[src/rtl/viterbi_pkg.sv]
// Shared types, sizes and trellis helpers for the 4-state, K=3 Viterbi path-metric stage.
package viterbi_pkg;

    localparam int unsigned NUM_STATES = 4;
    localparam int unsigned BM_W       = 2;
    localparam int unsigned PM_W       = 8;

    typedef logic [BM_W-1:0] bm_t;
    typedef logic [PM_W-1:0] pm_t;
    typedef logic [1:0]      state_idx_t;

    typedef enum logic [1:0] {IDLE, RUN, DONE} pmu_state_t;

    // Next state ns = {u, s[1]}, so both predecessors share s[1] = ns[0].
    function automatic state_idx_t pred0(input state_idx_t ns);
        return {ns[0], 1'b0};
    endfunction

    function automatic state_idx_t pred1(input state_idx_t ns);
        return {ns[0], 1'b1};
    endfunction

endpackage

[src/rtl/acs_cell.sv]
// Combinational add / saturate / compare / select for one next-state of the trellis.
module acs_cell
    import viterbi_pkg::*;
(
    input  logic [PM_W-1:0] pm0_i,
    input  logic [PM_W-1:0] pm1_i,
    input  logic [BM_W-1:0] bm0_i,
    input  logic [BM_W-1:0] bm1_i,
    output logic [PM_W-1:0] pm_sel_o,
    output logic            dec_o,
    output logic            msb_o
);

    logic [PM_W:0]   sum0;
    logic [PM_W:0]   sum1;
    logic [PM_W-1:0] c0;
    logic [PM_W-1:0] c1;

    assign sum0 = {1'b0, pm0_i} + {{(PM_W + 1 - BM_W){1'b0}}, bm0_i};
    assign sum1 = {1'b0, pm1_i} + {{(PM_W + 1 - BM_W){1'b0}}, bm1_i};

    assign c0 = sum0[PM_W] ? {PM_W{1'b1}} : sum0[PM_W-1:0];
    assign c1 = sum1[PM_W] ? {PM_W{1'b1}} : sum1[PM_W-1:0];

    // Strict compare: a tie keeps predecessor 0.
    assign dec_o    = (c1 < c0);
    assign pm_sel_o = dec_o ? c1 : c0;
    assign msb_o    = pm_sel_o[PM_W-1];

endmodule

[src/rtl/viterbi_path_metric_unit.sv]
// ACS / path-metric stage: four ACS cells, shared normalization, frame sequencing and argmin.
module viterbi_path_metric_unit
    import viterbi_pkg::*;
#(
    parameter int unsigned PM_INIT   = 32,
    parameter int unsigned FRAME_LEN = 16
) (
    input  logic                         clk_i,
    input  logic                         rst_i,
    input  logic                         init_i,
    input  logic                         bm_valid_i,
    input  logic [NUM_STATES*2*BM_W-1:0] bm_in_i,
    output logic [NUM_STATES*PM_W-1:0]   pm_out_o,
    output logic [NUM_STATES-1:0]        dec_out_o,
    output logic                         dec_valid_o,
    output logic                         frame_last_o,
    output logic [1:0]                   best_state_o,
    output logic                         norm_pulse_o,
    output logic                         busy_o
);

    localparam int unsigned CntW = $clog2(FRAME_LEN + 1);
    typedef logic [CntW-1:0] cnt_t;
    localparam cnt_t LastCnt = cnt_t'(FRAME_LEN - 1);

    pmu_state_t                          state_q, state_d;
    cnt_t                                cnt_q, cnt_d;
    logic [NUM_STATES-1:0][PM_W-1:0]     pm_q, pm_d;
    logic [NUM_STATES-1:0]               dec_q, dec_d;
    logic                                dec_valid_q, dec_valid_d;
    logic                                frame_last_q, frame_last_d;
    logic                                norm_q, norm_d;

    logic [NUM_STATES-1:0][PM_W-1:0]     pm_sel;
    logic [NUM_STATES-1:0]               dec_sel;
    logic [NUM_STATES-1:0]               msb_sel;
    logic                                accept;
    logic                                norm_now;

    for (genvar g = 0; g < NUM_STATES; g++) begin : gen_acs
        localparam state_idx_t P0 = pred0(state_idx_t'(g));
        localparam state_idx_t P1 = pred1(state_idx_t'(g));

        acs_cell u_acs (
            .pm0_i    (pm_q[P0]),
            .pm1_i    (pm_q[P1]),
            .bm0_i    (bm_in_i[(g*2+0)*BM_W +: BM_W]),
            .bm1_i    (bm_in_i[(g*2+1)*BM_W +: BM_W]),
            .pm_sel_o (pm_sel[g]),
            .dec_o    (dec_sel[g]),
            .msb_o    (msb_sel[g])
        );
    end

    assign accept   = (state_q == RUN) && bm_valid_i && !init_i;
    assign norm_now = &msb_sel;

    always_comb begin
        state_d      = state_q;
        cnt_d        = cnt_q;
        pm_d         = pm_q;
        dec_d        = dec_q;
        dec_valid_d  = 1'b0;
        frame_last_d = 1'b0;
        norm_d       = 1'b0;

        if (init_i) begin
            state_d = RUN;
            cnt_d   = '0;
            pm_d[0] = '0;
            for (int s = 1; s < NUM_STATES; s++) begin
                pm_d[s] = PM_W'(PM_INIT);
            end
        end else if (accept) begin
            dec_d       = dec_sel;
            dec_valid_d = 1'b1;
            norm_d      = norm_now;
            cnt_d       = cnt_q + cnt_t'(1);
            // Clearing the common MSB subtracts 2**(PM_W-1) from every metric at once.
            for (int s = 0; s < NUM_STATES; s++) begin
                pm_d[s] = norm_now ? {1'b0, pm_sel[s][PM_W-2:0]} : pm_sel[s];
            end
            if (cnt_q == LastCnt) begin
                frame_last_d = 1'b1;
                state_d      = DONE;
            end
        end
    end

    always_ff @(posedge clk_i) begin
        if (rst_i) begin
            state_q      <= IDLE;
            cnt_q        <= '0;
            pm_q         <= '0;
            dec_q        <= '0;
            dec_valid_q  <= 1'b0;
            frame_last_q <= 1'b0;
            norm_q       <= 1'b0;
        end else begin
            state_q      <= state_d;
            cnt_q        <= cnt_d;
            pm_q         <= pm_d;
            dec_q        <= dec_d;
            dec_valid_q  <= dec_valid_d;
            frame_last_q <= frame_last_d;
            norm_q       <= norm_d;
        end
    end

    // Strict less-than keeps the lowest index on ties.
    always_comb begin
        logic [PM_W-1:0] min_v;
        min_v        = pm_q[0];
        best_state_o = 2'd0;
        for (int s = 1; s < NUM_STATES; s++) begin
            if (pm_q[s] < min_v) begin
                min_v        = pm_q[s];
                best_state_o = 2'(s);
            end
        end
    end

    assign pm_out_o     = pm_q;
    assign dec_out_o    = dec_q;
    assign dec_valid_o  = dec_valid_q;
    assign frame_last_o = frame_last_q;
    assign norm_pulse_o = norm_q;
    assign busy_o       = (state_q == RUN);

endmodule
[config.mk]
export PLATFORM = sky130hd
export DESIGN_NAME = viterbi_path_metric_unit
export DESIGN_NICKNAME = d
export VERILOG_FILES = /design/src/rtl/viterbi_pkg.sv /design/src/rtl/acs_cell.sv /design/src/rtl/viterbi_path_metric_unit.sv
export SDC_FILE = /design/constraint.sdc
export NUM_CORES = 1
export LEC_CHECK = 0
export ABC_AREA = 1
export CAP_MARGIN = 20
export CORE_MARGIN = 2
export CORE_UTILIZATION = 44
export DETAILED_ROUTE_END_ITERATION = 6
export GPL_TIMING_DRIVEN = 0
export PLACE_DENSITY = 0.72
export SYNTH_ARGS = -nofsm -noshare
export SYNTH_HDL_FRONTEND = slang
export SYNTH_SLANG_ARGS = --single-unit
export TNS_END_PERCENT = 50
[constraint.sdc]
create_clock -name clk_i -period 3.95 [get_ports clk_i]
set_input_delay 0.5925 -clock clk_i [delete_from_list [all_inputs] [get_ports clk_i]]
set_output_delay 0.5925 -clock clk_i [all_outputs]
set_load 0.01 [all_outputs]
==> flow_summary.ini, run 1 <==
[outcome]
status = finished, violations left
violations = design-rule violations, negative setup slack

[final_layout]
fillers = 982
nNetsFinal = 953
multi_input_area_um2 = 3760
syn_to_final_growth_pct = 31.1
regArea_um2 = 965
drive_gt1_share_pct = 19.1
antennaDiodeCount = 0
fin_cells = 999

[setup_path]
cp_data_arrival_time_ns = 3.74
start_kind = register
critical-path-slowest-cell = dfxtp_4
r2r_end = pm_out_o[7]
reg2reg_depth = 16
critPathTopFamily = simple AND/OR/NAND/NOR gates
critPathBufInv = 8
regToRegSetupSlack_ns = 0.44
path_max_fanout = 6
crit_type = reg -> out
crit_path_end_kind = primary output
worstPathRequired_ns = 3.36
crit_path_max_incr_delay_ns = 0.38
r2r_start = pm_out_o[24]
critPathLaunch = pm_out_o[7]
worst_path_most_repeated_cell = nand2_2

[power_and_ir_drop]
powerDensity_nw_per_um2 = 259
p_leak_uw = 0.00274
power.share.combinational_pct = 50.9
switching_share_pct = 41.6
p_clk_share_pct = 19.3
total_power_uw = 1670
seqPwrFrac_pct = 29.8
p_sw_uw = 696
intPower_uw = 976
peakVddDrop_mv = 0.170

[synth]
postSynth.asyncResetShare_pct = 0
synth_top_area_share_pct = 18.7
yosys-top-cells-area = dfxtp_1 19%, ha_1 17%, nand2_1 12%
synth_ff_type = dfxtp_1
ys_seq_elements = 46
ys_top_cells_by_count = 162 x nand2_1, 101 x inv_1, 87 x o21ai_0
syn_nets = 848
synth_seq_area_share_pct = 18.7
yosys_warnings = 0
yosysMostFrequentCell = nand2_1
synth_top_area_cell = dfxtp_1
synth_edf_count = 0
synth_cells = 753
postSynthAreaPerCell_um2 = 6.53
synth_area_um2 = 4920
synthDistinctLibCells = 39

[sta]
period_minus_slack_ns = 4.34
finalHoldViolCount = 0
finalCritPeriodShare_pct = 110
worstMarginPinSlew_ns = 0.662
rsz0062_at_grt = yes
skew_ns = 0.0116
max_freq_mhz = 231
setup_violations = 2
slew_headroom_pct = 55.7
drv_slew = 0
setup_ws_ns = -0.386

[cts]
htreeDepth = 2
clk_pin_slew_ns = 0.10
cts_made_buffers = 5
worstSkewPairLatency_ns = 0.32
root_buffer = clkbuf_8
clock_path_buffers = 2
cts_tree = done
cts_num_sinks = 46

[grt]
grt_start_max_net_pins = 16
grt_usage_pct = 25.3
antenna_found_initial = 0
grt_pass1_wl_mm = 23.7
grt.overflow.total = 0
grt_pass1_vias = 5009

[floorplanning]
rows = 38
die_area_um2 = 12000
core_um2 = 10900
start_util_pct = 45.2
boundaryPins = 62
fp.dieH_um = 110
die_x_um = 110

[routing]
ant_nets = 0
routed_wl_mm = 15.2
dr.pass1.iters = 7
initialDrtViolationCount = 357
drcViolationCount = 1
vias = 5432
via_per_inst = 5.44
wl_per_cell_um = 15.2

[min_path]
holdCritStartpoint = state_q[1]
hold-path-cell-count = 2
hold_end = state_q[1]
min_path_type = reg -> reg

[placed_design]
portBuffers = 61
placedCellCount = 954
gp_congestion = 0.906
dp_hpwl_mm = 11.1

[flow_run]
drv_cap = 0
repair_timing:
action | 4_1_cts | 5_1_grt
endpoints found under the setup margin | 2 | 7
pin swaps | 22 | 35
gates cloned | 1 | 0
hold buffers | 0 | 0
buffers inserted | 25 | 11
resized for setup | 52 | 70
cell families (layout without fill, tap and decap cells):
group | count (synthesis) | in the layout | synth area share (%)
muxes | 4 | 4 | 0.814
AOI/OAI and AO/OA | 195 | 195 | 21.9
adders and majority gates | 75 | 75 | 20.3
DFF | 46 | 46 | 18.7
and+or+nand+nor | 300 | 300 | 27.8
buffers and inverters | 131 | 237 | 10.2
xor gates and xnor gates | 2 | 2 | 0.356
tightest hold or removal path, delay by kind of cell (launching register included):
family | cells | cell delay [ns]
buffers and inverters | 1 | 0.05
flip-flops | 1 | 0.33
AO/OA/AOI/OAI | 1 | 0.05
per-stage QoR:
| step | cell area [um2] | hold WS, ns | utilization, % | setup WS [ns] | setup TNS [ns] |
|---|---|---|---|---|---|
| after floorplan | 4940 | 0.430 | - | 0.0118 | 0 |
| after global placement | 5730 | 0.444 | 52.6 | -1.07 | -2.49 |
| after detailed placement | 5730 | 0.450 | 52.6 | -1.08 | -2.60 |
| after CTS | 6110 | 0.466 | 56.1 | -0.575 | -1.11 |
| after global routing | 6450 | 0.501 | 59.2 | -0.540 | -1.07 |
| final | 6450 | 0.467 | 59.2 | -0.386 | -0.766 |
power by group through the flow:
stage | clock, uW | combinational (uW) | sequential, uW
finish | 323 | 851 | 499
global route | 342 | 941 | 501
CTS | 325 | 705 | 498
detailed placement | 0 | 601 | 515
global placement | 0 | 591 | 515
floorplan | 0 | 416 | 512
final cells by class:
cell class / count / share of cell area [%]
buffer: 12 / 1.16
sequential: 46 / 15.0
multi-input combinational: 576 / 58.3
timing repair buffer: 98 / 14.2
tap: 140 / 2.72
clock buffer: 5 / 1.07
clock inverter: 3 / 0.330
inverter: 119 / 7.26
routing by layer:
metal	track usage, %	routed length (um)
met5	0	0
met4	10.8	628
met3	3.20	776
met2	44.1	7310
met1	31.3	6470
registers in the layout, indices dropped and copies added, names as in the netlist:
name          count
state_q           2
norm_pulse_o      1
pm_out_o         32
dec_valid_o       1
frame_last_o      1
dec_out_o         4
cnt_q             5
worst max-delay path by stage:
stage | slack, ns | end | cells past startpoint
after floorplan | 0.01 | best_state_o[0] | 23
after global placement | -1.07 | best_state_o[0] | 23
after detailed placement | -1.08 | best_state_o[0] | 23
after CTS | -0.58 | best_state_o[1] | 25
after global routing | -0.54 | best_state_o[1] | 28
final | -0.39 | best_state_o[1] | 27
placed cells by master (no fill, tap or decap), drive strengths merged, types with 6 or more instances in the layout:
master,netlist,final
a211oi,6,6
a21oi,58,58
a31oi,25,25
buf,2,43
clkbuf,10,13
clkdlybuf4s50,0,59
dfxtp,46,46
fa,8,8
ha,67,67
inv,117,117
nand2,170,170
nand3,21,21
nand4,7,7
nor2,73,73
nor3,17,17
o21ai,96,96
or2,12,12
Note: power is estimated with default switching activity, not from simulation.
==> inputs of run 2 (changes only) <==
CORE_ASPECT_RATIO = 0.5   (was unset)
GPL_TIMING_DRIVEN = unset   (was 0)
==> run 2 against run 1 <==
The run ends with negative setup slack left. Worst hold slack lost 0.0080 ns. Power grew 9.0%. Clock power grew 60%. Worst setup slack gained 0.076 ns. Final cell count grew 2.5%. Non-clock buffer count grew 19. First-iteration DRC count grew 11%. Combinational power shrank 4.6%. Critical endpoint unchanged. Largest cell class unchanged.
==> flow_summary.ini, run 2 (same netlist as run 1, synthesis figures left out) <==
[routing]
vias = 5482
wl_per_cell_um = 15.3
dr.pass1.iters = 5
via_per_inst = 5.35
initialDrtViolationCount = 398
drcViolationCount = 0
ant_nets = 0
routed_wl_mm = 15.7

[final_layout]
fin_cells = 1024
layout_common_cells = 145 x nand2_1, 94 x inv_1, 74 x o21ai_0, 64 x buf_4, 62 x nor2_1
postLayoutCellArea_um2 = 6570
antennaDiodeCount = 0
syn_to_final_growth_pct = 33.6
drive_gt1_share_pct = 20.9
mostFrequentLayoutCell = nand2_1
largest_reg_flops = 32
nNetsFinal = 973

[floorplanning]
start_util_pct = 44.9
core_um2 = 10900
die_x_um = 154
boundaryPins = 62
fp.dieH_um = 78.8
rows = 27
die_area_um2 = 12100

[outcome]
status = finished, violations left
violations = negative setup slack

[grt]
grt.overflow.total = 0
grt_pass1_wl_mm = 25.0
grt_start_max_net_pins = 28
antenna_found_initial = 0
grt_pass1_vias = 5354
grt_usage_pct = 25.5

[power_and_ir_drop]
switching_share_pct = 38.1
p_clk_share_pct = 28.3
power.share.combinational_pct = 44.6
p_leak_uw = 0.00287
intPower_uw = 1130
p_sw_uw = 694
peakVddDrop_mv = 0.190
seqPwrFrac_pct = 27.1
powerDensity_nw_per_um2 = 277

[cts]
root_buffer = clkbuf_16
cts_num_sinks = 46
ctsHoldBuffers = 0
cts_tree = done
clock_path_buffers = 2
htreeDepth = 2
cts_made_buffers = 5
worstSkewPairLatency_ns = 0.31
clk_pin_slew_ns = 0.07

[setup_path]
critical-path-slowest-cell = dfxtp_1
crit_path_end_kind = primary output
start_kind = register
worstPathRequired_ns = 3.36
path_max_fanout = 8
cp_data_arrival_time_ns = 3.67
regToRegSetupSlack_ns = 0.52
reg2reg_depth = 20
crit_path_max_incr_delay_ns = 0.38
r2r_end = pm_out_o[15]
path_cells = inv_1, ha_1, a21oi_2, o21a_4, nand2_8, buf_6, nand2_2, o21ai_2, ha_1, nand2_1, nor2_1, a211oi_2, buf_4, nand2_4, nand2_2, o21ai_2, ha_1, a21oi_2, nor2_1, a211oi_2, nand2_2, nand2_1, buf_2
r2r_start = pm_out_o[0]
crit_type = reg -> out

[sta]
finalHoldViolCount = 0
skew_ns = 0.0138
slew_headroom_pct = 41.0
rsz0062_at_grt = yes
finalCritPeriodShare_pct = 108
worstMarginPinSlew_ns = 0.884
setup_ws_ns = -0.310
drv_slew = 0
fin_setup_tns_ns = -0.606
setup_violations = 2
max_freq_mhz = 235
period_minus_slack_ns = 4.26

[flow_run]
drv_cap = 0

[placed_design]
placedCellCount = 1005
dpl-instance-area_um2 = 6110
portBuffers = 61
dp_slack_ns = -0.577
gp_congestion = 0.888
dp_hpwl_mm = 11.9

[min_path]
hold-path-cell-count = 2
holdCritStartpoint = state_q[1]
hold_end = state_q[1]
min_path_type = reg -> reg
-- run 2: what timing repair did --
action,4_1_cts,5_1_grt
resized for setup,51,34
setup buffers,7,3
setup endpoints to repair,2,6
cloned,1,0
endpoints found under the hold margin,0,0
pin swaps,22,30
-- run 2: worst max path at each step --
stage / cells past startpoint / start / to / slack [ns]
final: 23 / pm_out_o[4] / best_state_o[1] / -0.31
after global routing: 25 / pm_out_o[4] / best_state_o[1] / -0.47
after CTS: 26 / pm_out_o[7] / best_state_o[1] / -0.16
after detailed placement: 21 / pm_out_o[7] / best_state_o[1] / -0.58
after global placement: 22 / pm_out_o[7] / best_state_o[0] / -0.43
after floorplan: 23 / pm_out_o[7] / best_state_o[0] / 0.01
-- run 2: per-stage QoR --
step           utilization [%]  total power [uW]  hold slack (ns)
5_1_grt                   60.0              1920            0.488
3_5_place_dp              55.8              1180            0.447
4_1_cts                   58.8              1750            0.457
2_1_floorplan                -               928            0.430
3_3_place_gp              55.8              1160            0.437
6_report                  60.0              1820            0.459
-- run 2: final cells by class --
class,instances,area (um2)
clock buffers,5,125
repair buffers,129,1130
well taps,145,181
clock inverters,3,45.0
multi-input cells,577,3710
fillers,1032,4370
inverters,119,448
flip-flops and latches,46,933
-- run 2: power groups by stage --
stage | registers, uW | logic, uW | clock network [uW]
4_1_cts | 493 | 744 | 509
2_1_floorplan | 512 | 416 | 0
6_report | 494 | 812 | 516
3_3_place_gp | 503 | 659 | 0
5_1_grt | 496 | 895 | 527
3_5_place_dp | 503 | 679 | 0
-- run 2: layer usage --
layer / up-vias / track usage, % / part of all wire (%)
li1: 2761 / - / -
met2: 145 / 44.8 / 47
met1: 2541 / 32.5 / 46
met4: 0 / 8.72 / 2.4
met3: 35 / 3.82 / 4.5
met5: - / 0 / 0
-- run 2: worst max-delay path, delay by kind of cell (launching register included) --
kind                       cells  cell delay (ns)
and+or+nand+nor                9             0.64
AOI/OAI and AO/OA              7             1.01
adders and majority gates      3             0.83
DFF                            1             0.38
buffers and inverters          4             0.51
